`config.mk`:
```
export PLATFORM = sky130hd
export DESIGN_NAME = game_fsm_nxn
export DESIGN_NICKNAME = d
export VERILOG_FILES = /design/src/rtl/game_fsm_nxn.sv
export SDC_FILE = /design/constraint.sdc
export NUM_CORES = 1
export LEC_CHECK = 0
export CORE_MARGIN = 4
export CORE_UTILIZATION = 40
export DETAILED_ROUTE_END_ITERATION = 8
export PLACE_DENSITY = 0.67
export SYNTH_ARGS = -nofsm -noshare
export SYNTH_HDL_FRONTEND = slang
export SYNTH_SLANG_ARGS = --single-unit
```
`constraint.sdc`:
```
create_clock -name clk -period 1.95 [get_ports clk]
set_input_delay 0.2925 -clock clk [delete_from_list [all_inputs] [get_ports clk]]
set_output_delay 0.2925 -clock clk [all_outputs]
set_load 0.005 [all_outputs]
```
`src/rtl/game_fsm_nxn.sv`:
```
// game_fsm_nxn: two-player N x N board-game controller.
// Owns both player boards, alternates turns, validates moves, detects
// row/column/diagonal wins and draws, enforces an optional per-turn timeout
// and keeps saturating win scores that survive restarts.
module game_fsm_nxn #(
  parameter int N               = 3,
  parameter int IDX_W           = $clog2(N*N+1),
  parameter int TURN_TIMEOUT    = 0,
  parameter int ALTERNATE_START = 1,
  parameter int SCORE_W         = 4
) (
  input  logic               clk,
  input  logic               rst,
  input  logic               start,
  input  logic               restart,
  input  logic               move_valid,
  input  logic [IDX_W-1:0]   move_idx,
  output logic [N*N-1:0]     board_p1,
  output logic [N*N-1:0]     board_p2,
  output logic [2:0]         state,
  output logic               turn,
  output logic [1:0]         winner,
  output logic               game_over,
  output logic               move_reject,
  output logic               timeout,
  output logic [SCORE_W-1:0] score_p1,
  output logic [SCORE_W-1:0] score_p2
);

  localparam int CELLS   = N*N;
  localparam int LINES   = 2*N + 2;
  localparam int TIMER_W = (TURN_TIMEOUT > 1) ? $clog2(TURN_TIMEOUT) : 1;
  localparam logic [CELLS-1:0] ONE_HOT0 = {{(CELLS-1){1'b0}}, 1'b1};

  typedef enum logic [2:0] {
    IDLE      = 3'd0,
    P1_WAIT   = 3'd1,
    P1_CHECK  = 3'd2,
    P2_WAIT   = 3'd3,
    P2_CHECK  = 3'd4,
    GAME_OVER = 3'd5
  } state_t;

  // Line k: rows 0..N-1, columns N..2N-1, then main and anti diagonal.
  function automatic logic [CELLS-1:0] line_mask(input int k);
    logic [CELLS-1:0] m;
    m = '0;
    for (int i = 0; i < N; i++) begin
      if (k < N)           m = m | (ONE_HOT0 << (k*N + i));
      else if (k < 2*N)    m = m | (ONE_HOT0 << (i*N + (k-N)));
      else if (k == 2*N)   m = m | (ONE_HOT0 << (i*N + i));
      else                 m = m | (ONE_HOT0 << (i*N + (N-1-i)));
    end
    return m;
  endfunction

  state_t               state_q, state_d;
  logic [CELLS-1:0]     board_p1_d, board_p2_d;
  logic [1:0]           winner_d;
  logic                 move_reject_d, timeout_d;
  logic [TIMER_W-1:0]   timer_q, timer_d;
  logic [SCORE_W-1:0]   score_p1_d, score_p2_d;
  logic                 start_p2_q, start_p2_d;

  logic [LINES-1:0]     line_p1, line_p2;
  logic                 win_p1, win_p2, board_full;
  logic [CELLS-1:0]     occupied, move_bit;
  logic                 move_legal, timer_expired;

  for (genvar k = 0; k < LINES; k++) begin : g_line
    localparam logic [CELLS-1:0] MASK = line_mask(k);
    assign line_p1[k] = ((board_p1 & MASK) == MASK);
    assign line_p2[k] = ((board_p2 & MASK) == MASK);
  end

  assign win_p1     = |line_p1;
  assign win_p2     = |line_p2;
  assign occupied   = board_p1 | board_p2;
  assign board_full = &occupied;

  // Out-of-range indices shift the single bit off the end, so move_bit is 0.
  assign move_bit   = ONE_HOT0 << move_idx;
  assign move_legal = move_valid && (move_idx < IDX_W'(CELLS)) &&
                      ((occupied & move_bit) == '0);

  assign timer_expired = (TURN_TIMEOUT > 0) &&
                         (timer_q == TIMER_W'(TURN_TIMEOUT - 1));

  // Next-state, board, score and pulse computation; everything holds by default.
  always_comb begin
    state_d       = state_q;
    board_p1_d    = board_p1;
    board_p2_d    = board_p2;
    winner_d      = winner;
    move_reject_d = 1'b0;
    timeout_d     = 1'b0;
    timer_d       = timer_q;
    score_p1_d    = score_p1;
    score_p2_d    = score_p2;
    start_p2_d    = start_p2_q;
    if (restart) begin
      state_d    = IDLE;
      board_p1_d = '0;
      board_p2_d = '0;
      winner_d   = 2'b00;
      timer_d    = '0;
      if (ALTERNATE_START != 0) start_p2_d = ~start_p2_q;
    end else begin
      case (state_q)
        IDLE: begin
          if (start) begin
            state_d = start_p2_q ? P2_WAIT : P1_WAIT;
            timer_d = '0;
          end
        end
        P1_WAIT, P2_WAIT: begin
          if (move_legal) begin
            if (state_q == P1_WAIT) begin
              board_p1_d = board_p1 | move_bit;
              state_d    = P1_CHECK;
            end else begin
              board_p2_d = board_p2 | move_bit;
              state_d    = P2_CHECK;
            end
            timer_d = '0;
          end else begin
            move_reject_d = move_valid;
            if (TURN_TIMEOUT > 0) begin
              if (timer_expired) begin
                timeout_d = 1'b1;
                state_d   = (state_q == P1_WAIT) ? P2_WAIT : P1_WAIT;
                timer_d   = '0;
              end else begin
                timer_d = timer_q + TIMER_W'(1);
              end
            end
          end
        end
        P1_CHECK: begin
          if (win_p1) begin
            state_d  = GAME_OVER;
            winner_d = 2'b01;
            if (score_p1 != '1) score_p1_d = score_p1 + SCORE_W'(1);
          end else if (board_full) begin
            state_d  = GAME_OVER;
            winner_d = 2'b11;
          end else begin
            state_d = P2_WAIT;
            timer_d = '0;
          end
        end
        P2_CHECK: begin
          if (win_p2) begin
            state_d  = GAME_OVER;
            winner_d = 2'b10;
            if (score_p2 != '1) score_p2_d = score_p2 + SCORE_W'(1);
          end else if (board_full) begin
            state_d  = GAME_OVER;
            winner_d = 2'b11;
          end else begin
            state_d = P1_WAIT;
            timer_d = '0;
          end
        end
        GAME_OVER: ;
        default: state_d = IDLE;
      endcase
    end
  end

  // State and datapath registers with synchronous reset.
  always_ff @(posedge clk) begin
    if (rst) begin
      state_q     <= IDLE;
      board_p1    <= '0;
      board_p2    <= '0;
      winner      <= 2'b00;
      move_reject <= 1'b0;
      timeout     <= 1'b0;
      timer_q     <= '0;
      score_p1    <= '0;
      score_p2    <= '0;
      start_p2_q  <= 1'b0;
    end else begin
      state_q     <= state_d;
      board_p1    <= board_p1_d;
      board_p2    <= board_p2_d;
      winner      <= winner_d;
      move_reject <= move_reject_d;
      timeout     <= timeout_d;
      timer_q     <= timer_d;
      score_p1    <= score_p1_d;
      score_p2    <= score_p2_d;
      start_p2_q  <= start_p2_d;
    end
  end

  // Turn and game_over are decoded straight from the state register.
  always_comb begin
    case (state_q)
      P1_WAIT, P1_CHECK: turn = 1'b0;
      P2_WAIT, P2_CHECK: turn = 1'b1;
      default:           turn = start_p2_q;
    endcase
  end

  assign game_over = (state_q == GAME_OVER);
  assign state     = state_q;

endmodule

```
# After elaboration in Yosys (flattened, before gate mapping)
# Index checks and enable logic that the tools add are counted.
[totals]
register_bits = 33
input_bits = 9
out_inout_bits = 35
elab_cells = 78
[op_classes]
add_sub_neg = 2
order_cmp = 1
eq_ne = 25
shifts = 1
muxes = 14
bitwise_logic = 9
reduce_logical = 18
[ops]
columns = ["cell", "n"]
rows = [
  ["3-bit == test, second input constant", 18],
  ["9-bit bitwise OR", 3],
  ["3-bit two-way mux", 7],
  ["8-bit OR reduction", 2],
  ["3-bit one-hot mux with 5 select lines", 1],
  ["9-bit bitwise AND", 1],
  ["9-bit zero test", 1],
  ["3-bit AND reduction", 3],
  ["9-bit AND reduction", 1],
  ["1-bit by 4-bit left shift with 9-bit output, first input constant", 1],
  ["4-bit by 1-bit adder with 4-bit output, second input constant", 2],
  ["2-bit two-way mux", 4],
  ["4-bit != test, second input constant", 2],
  ["4-bit AND reduction", 2],
  ["2-bit OR reduction", 4],
  ["3-bit by 2-bit == test with 1-bit output, second input constant", 2],
  ["1-bit NOT", 5],
  ["4-bit < comparator, second input constant", 1],
  ["2-bit != test, second input constant", 2],
  ["2-bit one-hot mux with 2 select lines", 1],
  ["4-bit OR reduction", 1],
  ["3-bit by 1-bit == test with 1-bit output, second input constant", 1],
  ["3-bit zero test", 1],
  ["1-bit logical AND", 2],
  ["other kinds (2)", 2],
]

# Longest topological paths before layout
# Gate-level depths: netlist (run 1).
[logic_depth]
depth_word = 6
depth_mapped = 8
mapped_depth_nobuf = 6

# Least setup slack after synthesis (run 1)
# OpenSTA, ideal clock, no wires.
[synth_timing]
path_kind = "input port to flip-flop"
from = "input port move_idx[2]"
to = "register state_q[1] (netlist: state[1])"
setup_time_ns = 0.117
t_arrival_ns = 1.637
required_ns = 1.833
path_slack_ns = 0.196
path_stages = 8
path_buffers = 2
cell_sequence = "buf_4 and4bb_1 o21ai_0 o2111ai_2 nor4_4 buf_6 nor2_1 a32o_1"
[synth_via]
elab_chain_cells = 6
elab_cells_between_ends = 8
classes_between = "order compare: 1; eq/ne: 1; shift: 1; bitwise: 1; reduce/logical: 4"
[synth_rtl]
columns = ["item", "line_no", "source"]
rows = [
  ["start, declared", "17", "input logic [IDX_W-1:0] move_idx,"],
  ["1-bit by 4-bit left shift with 9-bit output", "82", "assign move_bit = ONE_HOT0 << move_idx;"],
  ["9-bit bitwise AND", "84", "((occupied & move_bit) == '0);"],
  ["9-bit zero test", "84", ""],
  ["1-bit logical AND *", "83", "assign move_legal = move_valid && (move_idx < IDX_W'(CELLS)) &&"],
  ["2-bit != test (no source line) *", "--", ""],
  ["3-bit AND reduction (no source line) *", "--", ""],
  ["end signal, assigned", "185", "state_q <= state_d;"],
  ["end, declared", "57", "state_t state_q, state_d;"],
]
# Mark *: on every way between the ends. The rest lies on a longest branch, timed or not.
# A chain may end at the register's enable or synchronous reset.

# Final worst setup path (run 1)
[layout_timing]
from = "input port move_idx[0]"
to = "register state_q[1] (netlist: state[1])"
# Same word-level chain as after synthesis.

==> impl_metrics.ini, run 1 <==
[drt]
wl_met3_um = 437
vias = 1758
top_layer_used = met4
drc = 0
ant_nets = 0
drt-vias-per-instance = 5.75
wl_met2_um = 2280
wl_um = 4830
drt-pass1-iter-count = 4
wl_per_cell_um = 15.8
drt_iter0_markers = 106
m1WireLength_um = 2080

[clocking]
cts_max_level = 2
root_buffer = clkbuf_8
cts.clk_slew.worst_paths_ns = 0.07
cts_setup_buffers = 0
cts_buffer_depth = 2
cts_tree = yes
numCtsBuffers = 5
cts.sinks = 33
insertion_delay_ns = 0.28

[floorplanning]
core_area_um2 = 4090
start_util_pct = 42.4
die_y_um = 73.8
rows = 23
die_x_um = 73.8
io_pins = 44
floorplan.die_area_um2 = 5450

[synth]
syn_avg_cell_area_um2 = 8.79
synth_warnings = 0
yosysSeqAreaShare_pct = 38.2
netlist_area_um2 = 1730
synthArstFlopShare_pct = 0
synth_cell_types = 49
synth_nets = 208
synth-edff-count = 0
syn_inst = 197
synth_ff_type = dfxtp_1
ys_ff_latch = 33

[setup_path]
cp_data_arrival_time_ns = 2.12
cpPeakStageDelay_ns = 0.48
crit_path_start_kind = primary input
worstPathMaxFanout = 8
crit_chain = clkdlybuf4s50_1 > buf_6 > nand2_2 > or3_4 > o2111ai_2 > nor4_4 > o211a_1 > a32o_1
critPathSlowestCell = clkdlybuf4s50_1
cp-end-kind = flip-flop
worstSetupPathType = in2reg
required_ns = 2.13

[timing]
whs_ns = 0.474
finalHoldViolations = 0
fin_skew_ns = 0.00497
drv_slew = 0
timing.setup.tns_ns = 0
period_share_pct = 99.6
setup_viol = 0
rsz0062_at_grt = true
finalWorstSetupSlack_ns = 0.00728
period_minus_slack_ns = 1.94
fmax_ghz = 0.515

[place]
post-dp-hpwl_um = 3630
dp_cells = 298
gp_congestion = 0.890
pre_cts_slack_ns = -0.339
io_buffers = 42

[cells_and_area]
syn_to_final_growth_pct = 42.1
drive_gt1_share_pct = 18.8
num_antenna_cells = 0
fin_cells = 306
finish.utilization_pct = 60.2
layout_common_cells = clkdlybuf4s50_1, nor2_1, dfxtp_1, a31oi_1, buf_4
nets = 266
layout_commonest_cell = clkdlybuf4s50_1

[run_status]
status = completed

[grt]
overflow = 0
grt_pass1_vias = 1534
antenna_found_initial = 0
grtUsageTotal_pct = 18.3
grt_max_degree = 19
grt_pass1_wl_um = 7710

[power_and_ir_drop]
power.density_nw_per_um2 = 615
leakage_nw = 0.912
peakVddDrop_v = 0.000414

[min_path]
hold_path.class = reg2reg

[flow_run]
cap_violations = 0
## where the power goes
part           internal [mW]  switching [mW]  leakage [nW]
Sequential             0.679         0.00845         0.268
Clock                  0.415           0.262        0.0574
Combinational         0.0741          0.0738         0.587
Total                   1.17           0.344         0.912
## final timing paths
kind | from | endpoint | slack [ns] | depth (start not counted)
max | move_idx[0] | state[1] | 0.007 | 8
min | winner[0] | winner[0] | 0.47 | 2
max reg2reg | board_p1[0] | score_p1[3] | 0.17 | 6
min reg2reg | winner[0] | winner[0] | 0.47 | 2
## cells in the mapped netlist, types with 3 or more instances
master | count | area share, %
clkbuf_1 | 6 | 1.3
buf_4 | 4 | 1.7
nand2_1 | 5 | 1.1
a31oi_1 | 20 | 7.2
inv_1 | 4 | 0.87
nand3_1 | 4 | 1.2
a22oi_1 | 4 | 1.7
o21ai_0 | 8 | 2.3
xor2_1 | 5 | 2.5
nor2_1 | 38 | 8.2
nor3_1 | 7 | 2.0
a22o_1 | 8 | 4.0
nand2b_1 | 3 | 1.1
dfxtp_1 | 33 | 38
nor4b_2 | 3 | 2.6
## metrics by stage
stage	cell area, um^2	total power, mW
finish	2460	1.51
detailed placement	2310	0.845
global placement	2310	0.844
CTS	2450	1.52
floorplan	1730	0.782
global route	2460	1.57
## what timing repair did
| item | 4_1_cts | 5_1_grt |
|---|---|---|
| hold endpoints to repair | 0 | 0 |
| pin swaps | 1 | 1 |
| setup endpoints to repair | 4 | 24 |
| cloned | 0 | 0 |
| hold buffers | 0 | 0 |
| gates resized for setup | 7 | 4 |
## cell type report
cell class / instances / area [um^2]
flip-flops and latches: 33 / 664
multi-input cells: 146 / 987
well taps: 50 / 62.6
inverters: 4 / 15.0
repair buffers: 65 / 611
fillers: 392 / 1630
clock buffers: 6 / 82.6
clock inverters: 2 / 37.5
## critical path: cells and delay by family
family	cells	cell delay, ns
AO/OA/AOI/OAI	3	0.72
buffers and inverters	2	0.62
AND/OR/NAND/NOR	3	0.48
## cell families (layout without fill, tap and decap cells)
logic type,Yosys count,after routing,synth area share [%]
buf+inv,18,77,5.78
other cells,1,1,0.217
compound gates,59,59,26.1
fa+ha+maj,2,2,1.44
xor+xnor,7,7,3.54
flops,33,33,38.2
simple gates,75,75,23.6
mux,2,2,1.16
## sequential cells by signal (all words and copies together) (netlist names)
| signal | flops |
|---|---|
| board_p1 | 9 |
| board_p2 | 9 |
| move_reject | 1 |
| score_p1 | 4 |
| score_p2 | 4 |
| start_p2_q | 1 |
| state | 3 |
| winner | 2 |
## per-layer routing
layer / global-route usage, % / up-vias
met3: 4.10 / 4
met4: 4.83 / 0
met1: 25.7 / 833
met5: 0 / -
met2: 28.1 / 74
li1: - / 847
Note: power is estimated with default switching activity, not from simulation.
==> run 2: changes to the inputs <==
--- a/config.mk
+++ b/config.mk
@@ -6,9 +6,9 @@
 export NUM_CORES = 1
 export LEC_CHECK = 0
 export CORE_MARGIN = 4
-export CORE_UTILIZATION = 40
+export CORE_UTILIZATION = 48
 export DETAILED_ROUTE_END_ITERATION = 8
-export PLACE_DENSITY = 0.67
+export PLACE_DENSITY = 0.79
 export SYNTH_ARGS = -nofsm -noshare
 export SYNTH_HDL_FRONTEND = slang
 export SYNTH_SLANG_ARGS = --single-unit
==> impl_metrics.ini, run 2 (synthesis results as in run 1) <==
[place]
gp_congestion = 0.890
dpl-instance-area_um2 = 2300
pre_cts_slack_ns = -0.323
io_buffers = 42
post-dp-hpwl_um = 3400

[floorplanning]
rows = 21
die_x_um = 68.1
die_y_um = 68.1
core_area_um2 = 3420
io_pins = 44
start_util_pct = 50.7
floorplan.die_area_um2 = 4630

[setup_path]
crit_chain = inv_1 > nor2_4 > clkdlybuf4s50_1
critPathBufInv = 2
reg2regPathDepth = 6
crit_family = buffers and inverters
cpPeakStageDelay_ns = 0.51
cp-end-kind = primary output
required_ns = 1.66
worstSetupPathType = reg2out
crit_cells = 3
worstPathMaxFanout = 11
critPathSlowestCell = clkdlybuf4s50_1
cp_data_arrival_time_ns = 1.56
crit_path_start_kind = flip-flop

[drt]
wl_um = 4770
drt-pass1-iter-count = 5
drt-vias-per-instance = 5.83
vias = 1778
drc = 0
drt_iter0_markers = 220
ant_nets = 0
wl_per_cell_um = 15.6

[grt]
grt_pass1_wl_um = 7440
antenna_found_initial = 0
overflow = 0
grt_max_degree = 19
grtUsageTotal_pct = 21.1
grt_pass1_vias = 1679

[timing]
fmax_ghz = 0.541
finalHoldViolations = 0
fin_skew_ns = 0.0118
finalWorstSetupSlack_ns = 0.102
drv_slew = 0
whs_ns = 0.480
rsz0062_at_grt = false
setup_viol = 0
period_minus_slack_ns = 1.85
period_share_pct = 94.8

[clocking]
cts_max_level = 2
cts.clk_slew.worst_paths_ns = 0.10
root_buffer = clkbuf_4
cts_tree = yes
numCtsBuffers = 5
cts_buffer_depth = 2
insertion_delay_ns = 0.34
cts.sinks = 33
hold_buffers = 0

[cells_and_area]
biggestRegsByFlops = board_p1 x9, board_p2 x9
layout_commonest_cell = clkdlybuf4s50_1
syn_to_final_growth_pct = 40.5
layout_common_cells = clkdlybuf4s50_1, nor2_1, dfxtp_1, buf_4, a31oi_1
stdcell_area_um2 = 2430
nets = 269
num_antenna_cells = 0
drive_gt1_share_pct = 19.7

[power_and_ir_drop]
peakVddDrop_v = 0.000407
leakage_nw = 0.949
power.density_nw_per_um2 = 493

[min_path]
hold_path.class = reg2reg
hold_path_depth = 2

[run_status]
status = completed

[flow_run]
cap_violations = 0
-- run 2: routing by layer --
metal / vias up / share of wire [%] / wire length [um] / GRT usage (%)
met5: - / 0 / 0 / 0
met4: 0 / 1.4 / 67 / 7.69
met3: 8 / 8.7 / 413 / 5.09
met2: 106 / 46 / 2190 / 34.5
met1: 808 / 44 / 2090 / 26.7
li1: 856 / - / - / -
-- run 2: what timing repair did --
item | in CTS | in global routing
cloned | 0 | 1
endpoints found under the setup margin | 2 | 18
gates resized for setup | 3 | 15
pin swaps | 0 | 5
buffers inserted | 0 | 3
-- run 2: cell type report --
type,instances,area [um^2]
flip-flops and latches,33,669
fillers,258,983
repair buffers,68,642
clock buffers,6,41.3
well taps,46,57.6
multi-input cells,146,997
clock inverters,2,10.0
inverters,4,15.0
-- run 2: final timing paths --
| path | start | endpoint | slack [ns] |
|---|---|---|---|
| setup / recovery | state[0] | game_over | 0.10 |
| setup reg to reg | board_p2[4] | score_p2[3] | 0.13 |
| hold reg to reg | winner[0] | winner[0] | 0.48 |
| hold / removal | winner[0] | winner[0] | 0.48 |
-- run 2: through the flow --
stage	setup TNS (ns)	util (%)	total power, mW	cells
after floorplan	0	-	0.782	197
after global placement	-4.98	67.4	0.840	293
after detailed placement	-5.05	67.4	0.842	293
after CTS	-0.00253	69.0	1.19	301
after global routing	0	71.2	1.23	305
final	0	71.2	1.20	305
-- run 2: power by group --
part,switching [mW],internal (mW),leakage (nW)
combinational,0.0751,0.0737,0.648
sequential,0.00924,0.676,0.268
clock,0.227,0.137,0.0320
total,0.311,0.887,0.949
-- run 2: worst register-to-register path, cell delays in order (launching register included) --
cell and delay, ns:
dfxtp_1 0.51, a22o_1 0.21, a22oi_1 0.10, a211oi_2 0.34
nand2_2 0.14, or3_1 0.36, a21oi_1 0.13
